File: config.mk
export PLATFORM = sky130hd
export DESIGN_NAME = fifo_drain_arbiter
export DESIGN_NICKNAME = d
export VERILOG_FILES = /design/src/rtl/fifo_arb_pkg.sv /design/src/rtl/rr_arb_pick.sv /design/src/rtl/fifo_drain_arbiter.sv
export SDC_FILE = /design/constraint.sdc
export NUM_CORES = 1
export LEC_CHECK = 0
export ABC_CLOCK_PERIOD_IN_PS = 2200
export CAP_MARGIN = 10
export CORE_ASPECT_RATIO = 1.1
export CORE_MARGIN = 10
export CORE_UTILIZATION = 36
export CTS_BUF_LIST = sky130_fd_sc_hd__clkbuf_4
export CTS_CLUSTER_SIZE = 28
export DETAILED_ROUTE_END_ITERATION = 8
export PLACE_DENSITY = 0.78
export REMOVE_ABC_BUFFERS = 1
export SYNTH_ARGS = -nofsm -noshare
export SYNTH_HDL_FRONTEND = slang
export SYNTH_HIERARCHICAL = 1
export SYNTH_SLANG_ARGS = --single-unit
export TNS_END_PERCENT = 50
File: constraint.sdc
create_clock -name clk -period 2.2 [get_ports clk]
set_input_delay 0.66 -clock clk [delete_from_list [all_inputs] [get_ports clk]]
set_output_delay 0.66 -clock clk [all_outputs]
set_load 0.005 [all_outputs]
File: src/rtl/fifo_arb_pkg.sv
// Shared types and defaults for the FIFO drain arbiter.
// The burst-mode option of the top level is selected by the FIFO_ARB_BURST_EN define.
package fifo_arb_pkg;

    typedef enum logic {
        IDLE = 1'b0,
        SEND = 1'b1
    } state_t;

    localparam int DEF_NUM_Q     = 4;
    localparam int DEF_DATA_W    = 8;
    localparam int DEF_BURST_LEN = 4;

    // Width of an index that selects one of n queues
    function automatic int idx_w(input int n);
        return $clog2(n);
    endfunction

endpackage

File: src/rtl/rr_arb_pick.sv
// Combinational rotating priority encoder: first asserted request at or after ptr, wrapping.
module rr_arb_pick
    import fifo_arb_pkg::*;
#(
    parameter int NUM_Q = DEF_NUM_Q,
    parameter int IW    = idx_w(DEF_NUM_Q)
) (
    input  logic [NUM_Q-1:0] req,
    input  logic [IW-1:0]    ptr,
    output logic [NUM_Q-1:0] gnt_onehot,
    output logic [IW-1:0]    gnt_idx,
    output logic             any
);

    // Scan from the farthest offset down so the nearest request to ptr is written last and wins
    always_comb begin
        int            cand;
        logic [IW-1:0] cand_idx;
        gnt_idx  = {IW{1'b0}};
        any      = 1'b0;
        cand     = 0;
        cand_idx = {IW{1'b0}};
        for (int k = NUM_Q - 1; k >= 0; k--) begin
            cand     = int'(ptr) + k;
            cand     = (cand >= NUM_Q) ? (cand - NUM_Q) : cand;
            cand_idx = IW'(cand);
            gnt_idx  = req[cand_idx] ? cand_idx : gnt_idx;
            any      = any | req[cand_idx];
        end
    end

    // One-hot form of the winning index
    always_comb begin
        if (any) begin
            gnt_onehot = {{(NUM_Q-1){1'b0}}, 1'b1} << gnt_idx;
        end else begin
            gnt_onehot = {NUM_Q{1'b0}};
        end
    end

endmodule

File: src/rtl/fifo_drain_arbiter.sv
// Round-robin drain scheduler: pops one word at a time from a bank of FIFO4 queues onto a
// single valid/ready stream tagged with its source index. Burst mode: define FIFO_ARB_BURST_EN.
module fifo_drain_arbiter
    import fifo_arb_pkg::*;
#(
    parameter int NUM_Q     = DEF_NUM_Q,
    parameter int DATA_W    = DEF_DATA_W,
    parameter int BURST_LEN = DEF_BURST_LEN
) (
    input  logic                      clk,
    input  logic                      reset,
    input  logic                      en,
    input  logic [NUM_Q-1:0]          q_empty,
    input  logic [NUM_Q*DATA_W-1:0]   q_data,
    output logic [NUM_Q-1:0]          q_pop,
    output logic                      out_valid,
    input  logic                      out_ready,
    output logic [DATA_W-1:0]         out_data,
    output logic [$clog2(NUM_Q)-1:0]  out_src
);

    localparam int            IW       = idx_w(NUM_Q);
    localparam logic [IW-1:0] LAST_IDX = IW'(NUM_Q - 1);

    if (NUM_Q < 2 || NUM_Q > 8) begin : g_bad_num_q
        $error("fifo_drain_arbiter: NUM_Q must be in 2..8");
    end
    if (BURST_LEN < 1) begin : g_bad_burst_len
        $error("fifo_drain_arbiter: BURST_LEN must be at least 1");
    end

    state_t             state_r;
    state_t             state_nxt_s;
    logic [IW-1:0]      rr_ptr_r;
    logic [IW-1:0]      pick_ptr_s;
    logic [IW-1:0]      win_idx_s;
    logic [IW-1:0]      rr_nxt_s;
    logic [NUM_Q-1:0]   req_s;
    logic [NUM_Q-1:0]   gnt_onehot_s;
    logic               any_s;
    logic               free_s;
    logic               grant_s;
    logic               out_valid_r;
    logic [DATA_W-1:0]  out_data_r;
    logic [IW-1:0]      out_src_r;
    logic [DATA_W-1:0]  q_word_s [NUM_Q];

    assign req_s   = ~q_empty;
    // The output register is free when idle or when its word leaves this cycle
    assign free_s  = (state_r == IDLE) || (out_valid_r && out_ready);
    assign grant_s = !reset && en && any_s && free_s;
    assign rr_nxt_s = (win_idx_s == LAST_IDX) ? {IW{1'b0}} : (win_idx_s + IW'(1));

`ifdef FIFO_ARB_BURST_EN
    localparam int            BW        = $clog2(BURST_LEN) + 1;
    localparam logic [BW-1:0] BURST_MAX = BW'(BURST_LEN - 1);

    logic [BW-1:0] burst_cnt_r;
    logic [IW-1:0] burst_src_r;
    logic          burst_act_r;
    logic          hold_s;

    // burst_cnt_r counts repeat grants after the first one, so BURST_MAX repeats make BURST_LEN
    assign hold_s     = burst_act_r && (burst_cnt_r < BURST_MAX) && !q_empty[burst_src_r];
    assign pick_ptr_s = hold_s ? burst_src_r : rr_ptr_r;

    // Burst tracking: extend on a held grant, restart on rotation, drop when the queue empties
    always_ff @(posedge clk) begin
        if (reset) begin
            burst_cnt_r <= {BW{1'b0}};
            burst_src_r <= {IW{1'b0}};
            burst_act_r <= 1'b0;
        end else if (grant_s) begin
            burst_act_r <= 1'b1;
            burst_src_r <= win_idx_s;
            burst_cnt_r <= hold_s ? (burst_cnt_r + BW'(1)) : {BW{1'b0}};
        end else if (q_empty[burst_src_r]) begin
            burst_act_r <= 1'b0;
            burst_cnt_r <= {BW{1'b0}};
        end
    end
`else
    assign pick_ptr_s = rr_ptr_r;
`endif

    rr_arb_pick #(
        .NUM_Q (NUM_Q),
        .IW    (IW)
    ) u_pick (
        .req        (req_s),
        .ptr        (pick_ptr_s),
        .gnt_onehot (gnt_onehot_s),
        .gnt_idx    (win_idx_s),
        .any        (any_s)
    );

    // Unpack the flat queue data bus into per-queue words
    always_comb begin
        for (int i = 0; i < NUM_Q; i++) begin
            q_word_s[i] = q_data[i*DATA_W +: DATA_W];
        end
    end

    // Next-state and pop pulse
    always_comb begin
        state_nxt_s = state_r;
        q_pop       = {NUM_Q{1'b0}};
        case (state_r)
            IDLE: begin
                if (grant_s) begin
                    state_nxt_s = SEND;
                end else begin
                    state_nxt_s = IDLE;
                end
            end
            SEND: begin
                if (grant_s) begin
                    state_nxt_s = SEND;
                end else if (out_ready) begin
                    state_nxt_s = IDLE;
                end else begin
                    state_nxt_s = SEND;
                end
            end
            default: begin
                state_nxt_s = IDLE;
            end
        endcase
        if (grant_s) begin
            q_pop = gnt_onehot_s;
        end else begin
            q_pop = {NUM_Q{1'b0}};
        end
    end

    // State, round-robin pointer and output register
    always_ff @(posedge clk) begin
        if (reset) begin
            state_r     <= IDLE;
            rr_ptr_r    <= {IW{1'b0}};
            out_valid_r <= 1'b0;
            out_data_r  <= {DATA_W{1'b0}};
            out_src_r   <= {IW{1'b0}};
        end else begin
            state_r <= state_nxt_s;
            if (grant_s) begin
                out_data_r  <= q_word_s[win_idx_s];
                out_src_r   <= win_idx_s;
                out_valid_r <= 1'b1;
                rr_ptr_r    <= rr_nxt_s;
            end else if (out_valid_r && out_ready) begin
                out_valid_r <= 1'b0;
            end
        end
    end

    assign out_valid = out_valid_r;
    assign out_data  = out_data_r;
    assign out_src   = out_src_r;

endmodule

==> results of run 1 <==
[per-layer routing]
| layer | wire length (um) | share of wire (%) | vias to the layer above |
|---|---|---|---|
| li1 | - | - | 569 |
| met1 | 1480 | 41 | 552 |
| met2 | 1700 | 47 | 60 |
| met3 | 395 | 11 | 4 |
| met4 | 31 | 0.86 | 0 |
| met5 | 0 | 0 | - |
[layout by cell type (no fill, tap or decap), types with 2 or more instances in the layout]
cell type | Yosys | layout
clkdlybuf4s50_1 | 0 | 43
buf_4 | 1 | 21
a21oi_1 | 15 | 13
o21ai_0 | 12 | 12
dfxtp_1 | 14 | 12
buf_6 | 2 | 10
nand3_1 | 11 | 9
mux4_2 | 0 | 6
nor2_1 | 7 | 5
inv_4 | 0 | 4
and3_4 | 0 | 4
a21o_1 | 3 | 3
clkbuf_4 | 0 | 3
mux4_1 | 8 | 2
nand3_2 | 0 | 2
dlygate4sd2_1 | 0 | 2
dfxtp_2 | 0 | 2
nand2b_1 | 2 | 2
a21oi_2 | 0 | 2
nor3_2 | 0 | 2
[flip-flops by register name, indices dropped and copies added, names as in the netlist]
register	flops
out_valid	1
out_data	8
pick_ptr_s	2
state_r	1
out_src	2
[metrics by stage]
stage / power, mW / hold slack [ns] / TNS [ns] / util [%]
2_1_floorplan: 0.409 / 0.432 / -2.53 / -
3_3_place_gp: 0.558 / 0.440 / -8.68 / 60.5
3_5_place_dp: 0.568 / 0.464 / -9.46 / 60.5
4_1_cts: 0.748 / 0.484 / -0.0176 / 66.9
5_1_grt: 0.803 / 0.515 / -0.198 / 66.7
6_report: 0.757 / 0.480 / -0.0727 / 66.7
[cell type report]
type | instances | share of cell area (%)
well taps | 33 | 2.25
clock buffers | 3 | 1.23
flip-flops and latches | 14 | 15.4
repair buffers | 79 | 40.7
multi-input cells | 83 | 38.6
clock inverters | 1 | 0.204
inverters | 5 | 1.57
[worst paths after layout]
check                startpoint          end  slack [ns]
setup / recovery     q_empty[1]     q_pop[3]       -0.04
hold reg to reg         state_r      state_r        0.48
setup reg to reg  pick_ptr_s[0]  out_data[3]        0.23
hold / removal          state_r      state_r        0.48
[what timing repair did]
action                                  in CTS  in global routing
endpoints found under the setup margin      13                 13
resized for setup                           66                 14
buffers inserted                             9                  0
pin swaps                                   12                  4
[critical path, stage by stage]
cell and delay (ns):
buf_8 0.07, inv_4 0.03, nor2_4 0.12, nand2_2 0.06
and3b_2 0.23, buf_6 0.12, and3_4 0.17, buf_6 0.11
[where the power goes]
part	internal, mW	total (mW)	switching (mW)
Sequential	0.271	0.284	0.0138
Combinational	0.198	0.319	0.121
Clock	0.0659	0.154	0.0880
Total	0.534	0.757	0.223
[cell families after synthesis]
kind of cell / count (synthesis)
mux: 8
buf+inv: 14
fa+ha+maj: 1
simple gates: 34
flops: 14
compound gates: 40
==> results.sh, run 1 <==
export IMPL_period_share_pct=102
export IMPL_avgSynthCellArea_um2=9.19
export IMPL_cts_buffers=3
export IMPL_worst_slew_pin_slew_ns=0.501
export IMPL_met2_usage_pct=23.1
export IMPL_multiInputGateArea_um2=709
export IMPL_end_kind="output port"
export IMPL_grt_pass1_wl_um=5890
export IMPL_initial_utilization_pct=37.0
export IMPL_synth_top_family_by_area="compound AO/OA/AOI/OAI gates"
export IMPL_hold_buffers=0
export IMPL_critPathLaunchType="primary input"
export IMPL_drcViolationCount=0
export IMPL_wire_per_inst_um=16.6
export IMPL_timing_fmax_mhz=447
export IMPL_netlist_cell_type_count=33
export IMPL_grt_max_degree=15
export IMPL_synth_most_common_cell="a21oi_1"
export IMPL_critPathKind="in -> out"
export IMPL_min_period_ns=2.24
export IMPL_status="finished, violations left"
export IMPL_syn_inst=111
export IMPL_fill_cells=220
export IMPL_die_h_um=75.8
export IMPL_ant_nets=0
export IMPL_fin_skew_ns=0.00197
export IMPL_dp_cells=205
export IMPL_ff2ff_path_depth=7
export IMPL_synthMuxAreaShare_pct=20.6
export IMPL_port_buffers=54
export IMPL_yosys_area_share_simple_pct=18.8
export IMPL_synth_top_cells_by_count="a21oi_1, dfxtp_1, o21ai_0"
export IMPL_layout_area_overhead_vs_synth_pct=80.1
export IMPL_n_antenna_cell=0
export IMPL_cp_arrival_ns=1.58
export IMPL_grt_usage_pct=13.5
export IMPL_synth_top_area_share_pct=27.5
export IMPL_power_density_mw_per_mm2=412
export IMPL_synth_area_top_cells="dfxtp_1, mux4_1, a21oi_1"
export IMPL_setup_violations=3
export IMPL_htree_num_levels=1
export IMPL_use_met3_pct=6.90
export IMPL_synth_fa_ha_area_share_pct=1.23
export IMPL_finalHoldViolCount=0
export IMPL_dieArea_mm2=0.00536
export IMPL_ys_warn_count=6
export IMPL_grt_pass1_vias=1251
export IMPL_irDropWorstVdd_mv=0.276
export IMPL_vias_per_cell=5.44
export IMPL_cts_tree="built"
export IMPL_drt_iter0_drc=49
export IMPL_gp_congestion=0.843
export IMPL_drv_slew=0
export IMPL_grt_busiest_layer="met2"
export IMPL_fp_row_count=20
export IMPL_clk_transition_reported_paths_ns=0.09
export IMPL_synthesis_area_mm2=0.00102
export IMPL_coreArea_mm2=0.00275
export IMPL_drt_total_wl_um=3610
export IMPL_clk_path_buf_depth=2
export IMPL_fin_area_mm2=0.00184
export IMPL_layout_drive_gt1_share_pct=36.8
export IMPL_cts_sink_count=14
export IMPL_rsz0062_at_grt="true"
export IMPL_synth_xor_area_share_pct=0
export IMPL_dp_hpwl_um=2790
export IMPL_preCtsSetupSlack_ns=-0.780
export IMPL_max_cap_violations=0
export IMPL_gr_total_overflow=0
export IMPL_synth_compound_area_share_pct=24.4
export IMPL_synth_edf_count=0
export IMPL_cts_root_buffer="clkbuf_4"
export IMPL_finalNetCount=227
export IMPL_ys_seq_elements=14
export IMPL_clkLatencyLatePin_ns=0.28
export IMPL_cp_max_fo=3
export IMPL_fin_ws_ns=-0.0376
export IMPL_fp_dieW_um=70.7
export IMPL_cp_required_ns=1.54
export IMPL_p_leak_nw=0.738
export IMPL_ys_seq_area_share_pct=27.5
export IMPL_fin_cells=218
export IMPL_routed_via_count=1185
export IMPL_ios=55
export IMPL_yosysTopAreaCell="dfxtp_1"
export IMPL_antenna_found_initial=0
export IMPL_min_delay_path_class="reg -> reg"
export IMPL_violations="setup timing"
export IMPL_dr_pass1_iters=5
export IMPL_hold_depth=1
export IMPL_register_area_um2=283
export IMPL_grt_use_met1_pct=14.4
export IMPL_async_flop_share_pct=0
export IMPL_max_slew_margin_pct=66.4
export IMPL_placed_area_mm2=0.00166
export IMPL_synth_main_ff_cell="dfxtp_1"
Power figures use the tool's default switching activity.
==> run 2, diff against run 1 <==
--- a/config.mk
+++ b/config.mk
@@ -15,6 +15,7 @@
 export DETAILED_ROUTE_END_ITERATION = 8
 export PLACE_DENSITY = 0.78
 export REMOVE_ABC_BUFFERS = 1
+export SKIP_LAST_GASP = 1
 export SYNTH_ARGS = -nofsm -noshare
 export SYNTH_HDL_FRONTEND = slang
 export SYNTH_HIERARCHICAL = 1
==> results.sh, run 2 (synthesis results as in run 1) <==
export IMPL_die_h_um=75.8
export IMPL_grt_pass1_vias=1251
export IMPL_fp_row_count=20
export IMPL_fill_cells=219
export IMPL_gp_congestion=0.843
export IMPL_coreArea_mm2=0.00275
export IMPL_cts_sink_count=14
export IMPL_ios=55
export IMPL_initial_utilization_pct=37.0
export IMPL_cts_buffers=3
export IMPL_n_antenna_cell=0
export IMPL_grt_pass1_wl_um=5890
export IMPL_cp_arrival_ns=1.58
export IMPL_dp_hpwl_um=2790
export IMPL_finalNetCount=227
export IMPL_timing_fmax_mhz=447
export IMPL_drv_slew=0
export IMPL_critPathKind="in -> out"
export IMPL_violations="setup timing"
export IMPL_ant_nets=0
export IMPL_irDropWorstVdd_mv=0.271
export IMPL_multiInputGateArea_um2=721
export IMPL_grt_usage_pct=13.5
export IMPL_layout_drive_gt1_share_pct=34.1
export IMPL_max_cap_violations=0
export IMPL_period_share_pct=102
export IMPL_max_slew_margin_pct=66.6
export IMPL_dr_pass1_iters=4
export IMPL_cp_slowest_cell="and3b_2"
export IMPL_finalHoldViolCount=0
export IMPL_holdWs_ns=0.481
export IMPL_cpPeakStageDelay_ns=0.23
export IMPL_clk_path_buf_depth=2
export IMPL_largest_reg_flops=8
export IMPL_cts_root_buffer="clkbuf_4"
export IMPL_total_power_uw=751
export IMPL_grt_max_degree=15
export IMPL_end_kind="output port"
export IMPL_register_area_um2=283
export IMPL_port_buffers=54
export IMPL_fp_dieW_um=70.7
export IMPL_hold_buffers=0
export IMPL_p_leak_nw=0.753
export IMPL_rsz0062_at_grt="true"
export IMPL_clkLatencyLatePin_ns=0.28
export IMPL_path_cells="buf_8 -> inv_4 -> nor2_4 -> nand2_2 -> and3b_2 -> buf_6 -> and3_4 -> buf_6"
export IMPL_dieArea_mm2=0.00536
export IMPL_cp_max_fo=3
export IMPL_min_period_ns=2.24
export IMPL_layout_commonest_cell="clkdlybuf4s50_1"
export IMPL_drt_iter0_drc=44
export IMPL_final_cell_mix="clkdlybuf4s50_1, buf_4, a21oi_1"
export IMPL_finalCoreUtilization_pct=67.1
export IMPL_status="finished, violations left"
export IMPL_gr_total_overflow=0
export IMPL_worst_slew_pin_slew_ns=0.499
export IMPL_wire_per_inst_um=16.6
export IMPL_layout_area_overhead_vs_synth_pct=81.2
export IMPL_cpLargestDelayFamily="simple AND/OR/NAND/NOR gates"
export IMPL_htree_num_levels=1
export IMPL_routed_via_count=1180
export IMPL_clk_transition_reported_paths_ns=0.09
export IMPL_drcViolationCount=0
export IMPL_fin_skew_ns=0.00125
export IMPL_min_delay_path_class="reg -> reg"
export IMPL_preCtsSetupSlack_ns=-0.780
export IMPL_power_density_mw_per_mm2=406
export IMPL_fin_ws_ns=-0.0362
export IMPL_antenna_found_initial=0
export IMPL_drt_total_wl_um=3620
export IMPL_setup_violations=3
export IMPL_vias_per_cell=5.41
export IMPL_path_buf_inv=4
export IMPL_cp_required_ns=1.54
export IMPL_crit_top_cell="buf_6"
export IMPL_cts_tree="built"
export IMPL_critPathLaunchType="primary input"
==> run 2: area by class of cell <==
type	instances	share of cell area (%)
sequential	14	15.3
inverter	5	1.56
tap	33	2.23
clock buffer	3	1.22
timing repair buffer	79	40.5
clock inverter	1	0.203
multi-input combinational	83	39.0
==> run 2: timing repair <==
| item | 4_1_cts | 5_1_grt |
|---|---|---|
| buffers inserted | 9 | 0 |
| endpoints found under the hold margin | 0 | 0 |
| gates resized for setup | 66 | 9 |
| endpoints found under the setup margin | 13 | 13 |
| pin swaps | 12 | 4 |
==> run 2: metrics by stage <==
stage / area (um^2) / TNS [ns] / cells
floorplan: 962 / -2.53 / 102
global route: 1850 / -0.395 / 218
finish: 1850 / -0.0688 / 218
detailed placement: 1660 / -9.46 / 205
global placement: 1660 / -8.68 / 205
CTS: 1840 / -0.0176 / 218
==> run 2: final timing paths <==
kind | startpoint | endpoint | slack [ns] | cells past startpoint
max | q_empty[1] | q_pop[3] | -0.04 | 8
min | state_r | state_r | 0.48 | 1
max reg2reg | pick_ptr_s[0] | out_data[3] | 0.21 | 7
min reg2reg | state_r | state_r | 0.48 | 1
==> run 2: per-layer routing <==
layer | share of wire (%) | track usage, % | vias up | wire length, um
li1 | - | - | 573 | -
met1 | 41 | 14.4 | 548 | 1490
met2 | 47 | 23.1 | 55 | 1710
met3 | 11 | 6.90 | 4 | 396
met4 | 0.58 | 3.66 | 0 | 21
met5 | 0 | 0 | - | 0
==> run 2: power by group <==
part           switching, mW  internal [mW]  leakage, nW  total, mW
Combinational          0.119          0.195        0.622      0.314
Sequential            0.0139          0.271        0.115      0.285
Clock                 0.0863         0.0657       0.0154      0.152
==> run 3, diff against run 2 <==
--- a/config.mk
+++ b/config.mk
@@ -5,17 +5,18 @@
 export SDC_FILE = /design/constraint.sdc
 export NUM_CORES = 1
 export LEC_CHECK = 0
-export ABC_CLOCK_PERIOD_IN_PS = 2200
+export ABC_CLOCK_PERIOD_IN_PS = 2500
 export CAP_MARGIN = 10
 export CORE_ASPECT_RATIO = 1.1
 export CORE_MARGIN = 10
-export CORE_UTILIZATION = 36
+export CORE_UTILIZATION = 46
 export CTS_BUF_LIST = sky130_fd_sc_hd__clkbuf_4
 export CTS_CLUSTER_SIZE = 28
 export DETAILED_ROUTE_END_ITERATION = 8
-export PLACE_DENSITY = 0.78
+export DONT_BUFFER_PORTS = 1
 export REMOVE_ABC_BUFFERS = 1
 export SKIP_LAST_GASP = 1
+export SLEW_MARGIN = 10
 export SYNTH_ARGS = -nofsm -noshare
 export SYNTH_HDL_FRONTEND = slang
 export SYNTH_HIERARCHICAL = 1
==> constraint.sdc (replaced) <==
create_clock -name clk -period 2.5 [get_ports clk]
set_input_delay 0.75 -clock clk [delete_from_list [all_inputs] [get_ports clk]]
set_output_delay 0.75 -clock clk [all_outputs]
set_load 0.005 [all_outputs]
==> results.sh, run 3 (synthesis results as in run 1) <==
export IMPL_grt_pass1_vias=892
export IMPL_post_cts_resized=0
export IMPL_drt_iter0_drc=37
export IMPL_dr_pass1_iters=4
export IMPL_rsz0062_at_grt="false"
export IMPL_hold_depth=1
export IMPL_cp_required_ns=1.75
export IMPL_max_slew_margin_pct=65.1
export IMPL_largest_reg_flops=8
export IMPL_fp_dieW_um=64.9
export IMPL_preCtsSetupSlack_ns=0.121
export IMPL_ff2ff_path_depth=7
export IMPL_drt_total_wl_um=2710
export IMPL_cts_buffers=3
export IMPL_end_kind="output port"
export IMPL_cp_arrival_ns=1.64
export IMPL_routed_via_count=911
export IMPL_htree_num_levels=1
export IMPL_initial_utilization_pct=49.4
export IMPL_status="finished, final reports clean"
export IMPL_layout_drive_gt1_share_pct=12.6
export IMPL_setup_violations=0
export IMPL_clk_transition_reported_paths_ns=0.08
export IMPL_cp_max_fo=9
export IMPL_cts_sink_count=14
export IMPL_hold_buffers=0
export IMPL_gr_total_overflow=0
export IMPL_post_cts_buffers=0
export IMPL_gp_congestion=0.778
export IMPL_total_power_uw=517
export IMPL_layout_commonest_cell="a21oi_1"
export IMPL_hold_start="state_r"
export IMPL_grt_usage_pct=11.9
export IMPL_wire_per_inst_um=19.5
export IMPL_antenna_found_initial=0
export IMPL_n_antenna_cell=0
export IMPL_max_cap_violations=0
export IMPL_ant_nets=0
export IMPL_vias_per_cell=6.55
export IMPL_dieArea_mm2=0.00450
export IMPL_layout_area_overhead_vs_synth_pct=5.64
export IMPL_die_h_um=69.4
export IMPL_cts_tree="built"
export IMPL_finalNetCount=154
export IMPL_timing_fmax_mhz=419
export IMPL_port_buffers=0
export IMPL_drcViolationCount=0
export IMPL_p_leak_nw=0.438
export IMPL_worst_slew_pin_slew_ns=0.520
export IMPL_dp_cells=136
export IMPL_finalHoldViolCount=0
export IMPL_grt_max_degree=16
export IMPL_holdWs_ns=0.466
export IMPL_period_share_pct=95.4
export IMPL_dp_hpwl_um=2090
export IMPL_finalCoreUtilization_pct=52.2
export IMPL_grt_pass1_wl_um=4360
export IMPL_ios=55
export IMPL_fin_ws_ns=0.114
export IMPL_irDropWorstVdd_mv=0.200
export IMPL_worstReg2RegStart="pick_ptr_s[0]"
export IMPL_drv_slew=0
export IMPL_clk_path_buf_depth=2
export IMPL_cts_root_buffer="clkbuf_4"
export IMPL_fin_cells=139
export IMPL_clkLatencyLatePin_ns=0.27
export IMPL_crit_start="q_empty[2]"
export IMPL_fp_row_count=17
export IMPL_min_period_ns=2.39
export IMPL_coreArea_mm2=0.00206
export IMPL_power_density_mw_per_mm2=479
export IMPL_critPathKind="in -> out"
export IMPL_critPathLaunchType="primary input"
export IMPL_fin_skew_ns=0.000525
export IMPL_min_delay_path_class="reg -> reg"
export IMPL_final_cell_mix="a21oi_1, dfxtp_1, o21ai_0"
-- run 3: cell types whose count changed in the layout (fill, tap and decap cells not counted), sizes merged --
cell,delta
buf,-27
dlygate4sd2,-2
clkdlybuf4s15,-1
clkdlybuf4s50,-43
clkinv,-1
-- run 3: final cells by class --
type,instances,area (um^2)
clock buffer,3,22.5
fill,197,986
inverter,5,18.8
multi-input combinational,83,663
sequential,14,280
tap,28,35.0
timing repair buffer,6,57.6
-- run 3: worst paths after layout --
| check | end | slack, ns |
|---|---|---|
| setup / recovery | q_pop[0] | 0.11 |
| hold / removal | state_r | 0.47 |
| setup reg to reg | out_data[2] | 0.44 |
| hold reg to reg | state_r | 0.47 |
-- run 3: worst max-delay path, stage by stage --
cell and delay, ns:
inv_1 0.19, nor2b_1 0.22, nor3_1 0.06, o31a_1 0.26
and3_1 0.15
-- run 3: where the power goes --
| part | switching, mW | total [mW] | internal [mW] | leakage [nW] |
|---|---|---|---|---|
| combinational | 0.0675 | 0.142 | 0.0748 | 0.310 |
| sequential | 0.0143 | 0.252 | 0.238 | 0.114 |
| clock | 0.0664 | 0.122 | 0.0558 | 0.0138 |
| total | 0.148 | 0.517 | 0.368 | 0.438 |
-- run 3: stage by stage --
stage | setup TNS (ns) | cell area [um^2]
after floorplan | -0.655 | 962
after global placement | 0 | 1050
after detailed placement | 0 | 1050
after CTS | 0 | 1080
after global routing | 0 | 1080
final | 0 | 1080
-- run 3: layer usage --
layer | GRT usage, % | up-vias | share of wire, % | routed length (um)
met5 | 0 | - | 0 | 0
met4 | 5.90 | 0 | 1.6 | 44
met3 | 7.41 | 4 | 15 | 405
met2 | 17.6 | 54 | 45 | 1230
met1 | 12.9 | 428 | 38 | 1030
li1 | - | 425 | - | -
